<file path="src/rtl/mv_pkg.sv">
// Shared definitions for the matrix-vector MAC controller: FSM state
// encoding and the MAC pipeline depth seen from the read strobe.
package mv_pkg;

    // Memory read (1) plus MAC pipeline stages (2) between MEM_RD and accumulate.
    localparam int unsigned MAC_PIPE_DEPTH = 3;
    localparam int unsigned DRAIN_W        = $clog2(MAC_PIPE_DEPTH);

    typedef enum logic [2:0] {
        ST_IDLE   = 3'd0,
        ST_CLR    = 3'd1,
        ST_ISSUE  = 3'd2,
        ST_DRAIN  = 3'd3,
        ST_RESULT = 3'd4
    } state_t;

endpackage

</file>
<file path="src/rtl/mac_en_pipe.sv">
// Delays the memory read strobe by the MAC pipeline depth so the
// accumulate enable lines up with the product of each issued element.
// Ports: i_clk, i_rst_n (async, active-low), i_mem_rd -> o_acc_en.
module mac_en_pipe
    import mv_pkg::*;
#(
    parameter int unsigned DEPTH = MAC_PIPE_DEPTH
) (
    input  logic i_clk,
    input  logic i_rst_n,
    input  logic i_mem_rd,
    output logic o_acc_en
);

    logic [DEPTH-1:0] r_pipe;

    // Shift register, cleared asynchronously so an aborted row never accumulates.
    always_ff @(posedge i_clk or negedge i_rst_n) begin
        if (!i_rst_n) begin
            r_pipe <= '0;
        end else begin
            r_pipe <= {r_pipe[DEPTH-2:0], i_mem_rd};
        end
    end

    assign o_acc_en = r_pipe[DEPTH-1];

endmodule

</file>
<file path="src/rtl/mv_mac_ctrl.sv">
// Matrix-vector multiply sequencer driving an external MAC slice.
// For each row: clear the accumulator, stream ROW_LEN weight/vector
// reads, let the MAC pipeline drain, then offer the row sum on a
// valid/ready result port.
// Ports: CLK/RSTN; START, NUM_ROWS, ROW_LEN job request; BUSY, DONE status;
// MEM_RD, W_ADDR, X_ADDR memory reads; DSP_EN, DSP_ACC_EN, DSP_RSTN,
// DSP_OUT MAC control/value; RES_VALID, RES_READY, RES_DATA, RES_ROW results.
module mv_mac_ctrl
    import mv_pkg::*;
#(
    parameter int unsigned ADDR_W    = 10,
    parameter int unsigned LEN_W     = 8,
    parameter int unsigned WIDTH_OUT = 48
) (
    input  logic                 CLK,
    input  logic                 RSTN,
    input  logic                 START,
    input  logic [LEN_W-1:0]     NUM_ROWS,
    input  logic [LEN_W-1:0]     ROW_LEN,
    output logic                 BUSY,
    output logic                 DONE,
    output logic                 MEM_RD,
    output logic [ADDR_W-1:0]    W_ADDR,
    output logic [ADDR_W-1:0]    X_ADDR,
    output logic                 DSP_EN,
    output logic                 DSP_ACC_EN,
    output logic                 DSP_RSTN,
    input  logic [WIDTH_OUT-1:0] DSP_OUT,
    output logic                 RES_VALID,
    input  logic                 RES_READY,
    output logic [WIDTH_OUT-1:0] RES_DATA,
    output logic [LEN_W-1:0]     RES_ROW
);

    state_t             r_state, w_state_nxt;
    logic [LEN_W-1:0]   r_rows, r_len, r_row, r_k;
    logic [LEN_W-1:0]   w_rows_nxt, w_len_nxt, w_row_nxt, w_k_nxt;
    logic [DRAIN_W-1:0] r_drain, w_drain_nxt;
    logic [ADDR_W-1:0]  r_base, r_w_addr, r_x_addr;
    logic [ADDR_W-1:0]  w_base_nxt, w_w_addr_nxt, w_x_addr_nxt;
    logic               r_busy, r_done, r_mem_rd, r_dsp_en, r_dsp_rstn, r_res_valid;
    logic               w_busy_nxt, w_done_nxt, w_mem_rd_nxt, w_dsp_en_nxt;
    logic               w_dsp_rstn_nxt, w_res_valid_nxt;

    // State register.
    always_ff @(posedge CLK or negedge RSTN) begin
        if (!RSTN) begin
            r_state <= ST_IDLE;
        end else begin
            r_state <= w_state_nxt;
        end
    end

    // Next state, job counters and addresses; outputs decoded from the next state
    // so every control output is registered yet aligned with its state.
    always_comb begin
        w_state_nxt  = r_state;
        w_rows_nxt   = r_rows;
        w_len_nxt    = r_len;
        w_row_nxt    = r_row;
        w_k_nxt      = r_k;
        w_drain_nxt  = r_drain;
        w_base_nxt   = r_base;
        w_w_addr_nxt = r_w_addr;
        w_x_addr_nxt = r_x_addr;
        w_done_nxt   = 1'b0;

        unique case (r_state)
            ST_IDLE: begin
                if (START) begin
                    w_rows_nxt = NUM_ROWS;
                    w_len_nxt  = ROW_LEN;
                    w_row_nxt  = '0;
                    w_base_nxt = '0;
                    if (NUM_ROWS != '0) begin
                        w_state_nxt = ST_CLR;
                    end else begin
                        w_done_nxt = 1'b1;
                    end
                end
            end
            ST_CLR: begin
                w_k_nxt     = '0;
                w_drain_nxt = '0;
                if (r_len == '0) begin
                    w_state_nxt = ST_DRAIN;
                end else begin
                    w_state_nxt  = ST_ISSUE;
                    w_w_addr_nxt = r_base;
                    w_x_addr_nxt = '0;
                end
            end
            ST_ISSUE: begin
                if (r_k == r_len - LEN_W'(1)) begin
                    w_state_nxt = ST_DRAIN;
                end else begin
                    w_k_nxt      = r_k + LEN_W'(1);
                    w_w_addr_nxt = r_w_addr + ADDR_W'(1);
                    w_x_addr_nxt = r_x_addr + ADDR_W'(1);
                end
            end
            ST_DRAIN: begin
                if (r_drain == DRAIN_W'(MAC_PIPE_DEPTH - 1)) begin
                    w_state_nxt = ST_RESULT;
                end else begin
                    w_drain_nxt = r_drain + DRAIN_W'(1);
                end
            end
            ST_RESULT: begin
                if (RES_READY) begin
                    if (r_row == r_rows - LEN_W'(1)) begin
                        w_state_nxt = ST_IDLE;
                        w_done_nxt  = 1'b1;
                    end else begin
                        w_state_nxt = ST_CLR;
                        w_row_nxt   = r_row + LEN_W'(1);
                        // Running row base replaces row*ROW_LEN.
                        w_base_nxt  = r_base + ADDR_W'(r_len);
                    end
                end
            end
            default: begin
                w_state_nxt = ST_IDLE;
            end
        endcase

        w_busy_nxt      = (w_state_nxt != ST_IDLE);
        w_mem_rd_nxt    = (w_state_nxt == ST_ISSUE);
        w_dsp_en_nxt    = (w_state_nxt == ST_ISSUE) || (w_state_nxt == ST_DRAIN);
        w_dsp_rstn_nxt  = (w_state_nxt != ST_CLR);
        w_res_valid_nxt = (w_state_nxt == ST_RESULT);
    end

    // Datapath and output registers.
    always_ff @(posedge CLK or negedge RSTN) begin
        if (!RSTN) begin
            r_rows      <= '0;
            r_len       <= '0;
            r_row       <= '0;
            r_k         <= '0;
            r_drain     <= '0;
            r_base      <= '0;
            r_w_addr    <= '0;
            r_x_addr    <= '0;
            r_busy      <= 1'b0;
            r_done      <= 1'b0;
            r_mem_rd    <= 1'b0;
            r_dsp_en    <= 1'b0;
            r_dsp_rstn  <= 1'b0;
            r_res_valid <= 1'b0;
        end else begin
            r_rows      <= w_rows_nxt;
            r_len       <= w_len_nxt;
            r_row       <= w_row_nxt;
            r_k         <= w_k_nxt;
            r_drain     <= w_drain_nxt;
            r_base      <= w_base_nxt;
            r_w_addr    <= w_w_addr_nxt;
            r_x_addr    <= w_x_addr_nxt;
            r_busy      <= w_busy_nxt;
            r_done      <= w_done_nxt;
            r_mem_rd    <= w_mem_rd_nxt;
            r_dsp_en    <= w_dsp_en_nxt;
            r_dsp_rstn  <= w_dsp_rstn_nxt;
            r_res_valid <= w_res_valid_nxt;
        end
    end

    mac_en_pipe #(
        .DEPTH    (MAC_PIPE_DEPTH)
    ) u_mac_en_pipe (
        .i_clk    (CLK),
        .i_rst_n  (RSTN),
        .i_mem_rd (r_mem_rd),
        .o_acc_en (DSP_ACC_EN)
    );

    assign BUSY      = r_busy;
    assign DONE      = r_done;
    assign MEM_RD    = r_mem_rd;
    assign W_ADDR    = r_w_addr;
    assign X_ADDR    = r_x_addr;
    assign DSP_EN    = r_dsp_en;
    assign DSP_RSTN  = r_dsp_rstn;
    assign RES_VALID = r_res_valid;
    assign RES_ROW   = r_row;
    // The accumulator settles on the edge that enters RESULT and is frozen
    // there (no accumulate, no clear), so it is presented directly.
    assign RES_DATA  = r_res_valid ? DSP_OUT : '0;

endmodule
</file>
<file path="config.mk">
export PLATFORM = sky130hd
export DESIGN_NAME = mv_mac_ctrl
export DESIGN_NICKNAME = d
export VERILOG_FILES = /design/src/rtl/mv_pkg.sv /design/src/rtl/mac_en_pipe.sv /design/src/rtl/mv_mac_ctrl.sv
export SDC_FILE = /design/constraint.sdc
export NUM_CORES = 1
export LEC_CHECK = 0
export ABC_CLOCK_PERIOD_IN_PS = 3540
export CAP_MARGIN = 0
export CORE_MARGIN = 3
export CORE_UTILIZATION = 35
export CTS_BUF_LIST = sky130_fd_sc_hd__clkbuf_4
export DETAILED_ROUTE_END_ITERATION = 7
export PLACE_DENSITY = 0.6
export SLEW_MARGIN = 40
export SYNTH_ARGS = -nofsm -noshare
export SYNTH_HDL_FRONTEND = slang
export SYNTH_SLANG_ARGS = --single-unit
</file>
<file path="constraint.sdc">
create_clock -name CLK -period 3.54 [get_ports CLK]
set_input_delay 0.531 -clock CLK [delete_from_list [all_inputs] [get_ports CLK]]
set_output_delay 0.531 -clock CLK [all_outputs]
set_load 0.03 [all_outputs]
</file>
==> results.toml <==
[worst_setup_path]
crit_slowest_cell = "or4_4"
ff2ff_path_depth = 10
crit_type = "flop to flop"
path_common_cell = "or3_4"
crit_path_cell_trace = "or3_4, o31a_1, or4_4, a211oi_4, o21ai_2, or3_4, clkinv_2, buf_4, o21ai_0, a22oi_1"
worstPathArrival_ps = 3700
start_kind = "flop"
path_buf_inv = 2
slowest_delay_ps = 540
required_ps = 3890
cp.depth = 10
endpoint_kind = "flop"
crit_family = "simple AND/OR/NAND/NOR gates"
crit_fanout = 16

[global_route]
busiest_layer = "met2"
grtUsageMet3_pct = 4.44
met2_usage_pct = 32.2
grt_pass1_wl_mm = 21.4
grt_pass1_vias = 4177
grt_max_degree = 77
antenna_found_initial = 0
met1_usage_pct = 22.5
grt_usage_pct = 18.5
gr-total-overflow = 0

[synthesis]
synth_top_area_share_pct = 41.6
ys_dominant_reg_cell = "dfrtp_1"
synth_edf_count = 0
synth_area_leaders = "dfrtp_1, and2_1, xnor2_1, ha_1, nand2_1"
synth.avg_cell_area_um2 = 9.09
syn_nets = 587
syn-cell-area_mm2 = 0.00457
yosysSeqAreaShare_pct = 41.6
postSynthCellCount = 503
yosys_register_bits = 76
ys_warn_count = 0
synth_cell_type_count = 59
synth_area_leader_cell = "dfrtp_1"
async_flop_share_pct = 100

[place]
hpwl_mm = 10.4
post-place-ws_ps = 132
gp_congestion = 0.834
placed_cells = 811
port_buffers = 150
dpl_cell_area_mm2 = 0.00627

[cts]
clockRootBuffer = "clkbuf_4"
clk_path_buf_depth = 2
hold_buffers = 0
htree_levels = 3
clk_latency_ps = 440
path_clk_slew_ps = 110
clock-sinks = 76
cts_tree = "yes"
cts_buffers = 9

[route]
drtIter0Drc = 229
drt-total-wl_mm = 13.4
vias = 4305
vias_per_cell = 5.21
drc = 0
wl_per_cell_um = 16.3
antenna_left = 0
drt_first_pass_iters = 5

[timing]
setup_ws_ps = 187
final_hold_viol_count = 0
clock-skew-final_ps = 17.5
period_minus_slack_ps = 3350
tightest_slew_ps = 685
max-slew-margin-rel_pct = 54.3
max_freq_mhz = 298
worst_hold_slack_ps = 100
maxSlewViolCount = 0
final.setup.tns_ps = 0
finalCritPeriodShare_pct = 94.7
rsz0062_at_grt = "no"
setup_viol = 0

[job]
cap_violations = 0

[pwr]
finalPower_mw = 4.67
leakage_nw = 2.66
powerDensity_mw_per_mm2 = 732
peakVddDrop_mv = 0.499

[final_layout]
final_common_cell = "clkdlybuf4s50_1"
fill_cells = 1247
final_cell_mix = "clkdlybuf4s50_1, dfrtp_1, and2_1, nand2_1, o21ai_0"
layout-drive-gt1-share_pct = 7.33
fin_nets = 734
layout.cells.non_filler = 827
diodes = 0
utilization_pct = 50.2
syn_to_final_growth_pct = 39.6
fin_area_mm2 = 0.00638

[floorplanning]
die_w_um = 120
num_rows = 41
start_util_pct = 35.9
io_pins = 151
coreArea_mm2 = 0.0127
fp.dieArea_mm2 = 0.0145
die_h_um = 120

[min_path]
hp-class = "input port to async pin"

[outcome]
status = "finished, final reports clean"
[cell usage after synthesis (2+ instances only)]
library cell / instances
ha_1: 15
o211ai_1: 2
nor4_1: 7
or3_4: 2
buf_1: 2
and3_1: 5
or4_1: 2
o22ai_1: 4
nor2_1: 30
xor2_1: 12
nor3_1: 13
a211oi_1: 3
o21ai_0: 34
nand2b_1: 5
nand2_1: 47
a21o_1: 2
nand3_1: 20
a22o_1: 7
nand4_1: 5
dfrtp_1: 76
and2_1: 53
buf_2: 2
a21oi_1: 25
nor3b_1: 3
a31o_2: 3
mux2i_1: 2
mux2_2: 12
clkbuf_1: 18
a31oi_1: 3
o31ai_1: 5
inv_1: 18
a22oi_1: 2
nor4b_1: 2
a41o_1: 3
a2111oi_0: 2
xnor2_1: 25
or3_1: 9
nand3b_1: 2
[repair_timing]
action                                  CTS  global route
resized for setup                         0             2
buffers inserted                          0             0
endpoints found under the setup margin    0             2
[where the power goes]
group | internal [mW] | leakage, nW | switching, mW
Clock | 0.161 | 0.0638 | 0.292
Combinational | 1.15 | 1.62 | 1.49
Sequential | 1.18 | 0.971 | 0.405
Total | 2.49 | 2.66 | 2.19
[area by class of cell]
type	count	area [µm²]	area share [%]
Clock buffer	12	90.1	1.41
Tap cell	172	215	3.37
Clock inverter	4	16.3	0.255
Timing Repair Buffer	159	1570	24.6
Multi-Input combinational cell	385	2520	39.4
Sequential cell	76	1900	29.8
Inverter	19	72.6	1.14
[metal layers]
layer  routed length [µm]  up-vias
li1                     -     2069
met1                 5560     2068
met2                 6690      149
met3                  969       19
met4                  225        0
met5                    0        -
[registers in the layout, indices dropped and copies added (netlist names), 3 cells and up]
name / count
RES_ROW: 8
r_state: 3
r_base: 10
u_mac_en_pipe.r_pipe: 3
X_ADDR: 10
r_len: 8
W_ADDR: 10
r_k: 8
r_rows: 8
[final timing paths]
path	from	to	slack (ps)
worst max-delay path	r_rows[2]$_DFFE_PN0P_	W_ADDR[2]$_DFFE_PN0P_	190
worst min-delay path	RSTN	r_rows[7]$_DFFE_PN0P_	100
worst max register to register	r_rows[2]$_DFFE_PN0P_	W_ADDR[2]$_DFFE_PN0P_	190
worst min register to register	u_mac_en_pipe.r_pipe[0]$_DFF_PN0_	u_mac_en_pipe.r_pipe[1]$_DFF_PN0_	360
max in group asynchronous	RSTN	u_mac_en_pipe.r_pipe[1]$_DFF_PN0_	2960
min in group CLK	u_mac_en_pipe.r_pipe[0]$_DFF_PN0_	u_mac_en_pipe.r_pipe[1]$_DFF_PN0_	360
[cells by family (layout without fill, tap and decap cells)]
kind of cell	Yosys count	count (layout)	share of synthesized area [%]
AND/OR/NAND/NOR	211	211	24.5
buffers and inverters	42	194	3.67
AO/OA/AOI/OAI	107	107	15.2
flip-flops	76	76	41.6
XOR/XNOR	37	37	7.09
adder cells (fa/ha/maj)	16	16	4.54
multiplexers	14	14	3.39
Power figures use the tool's default switching activity.
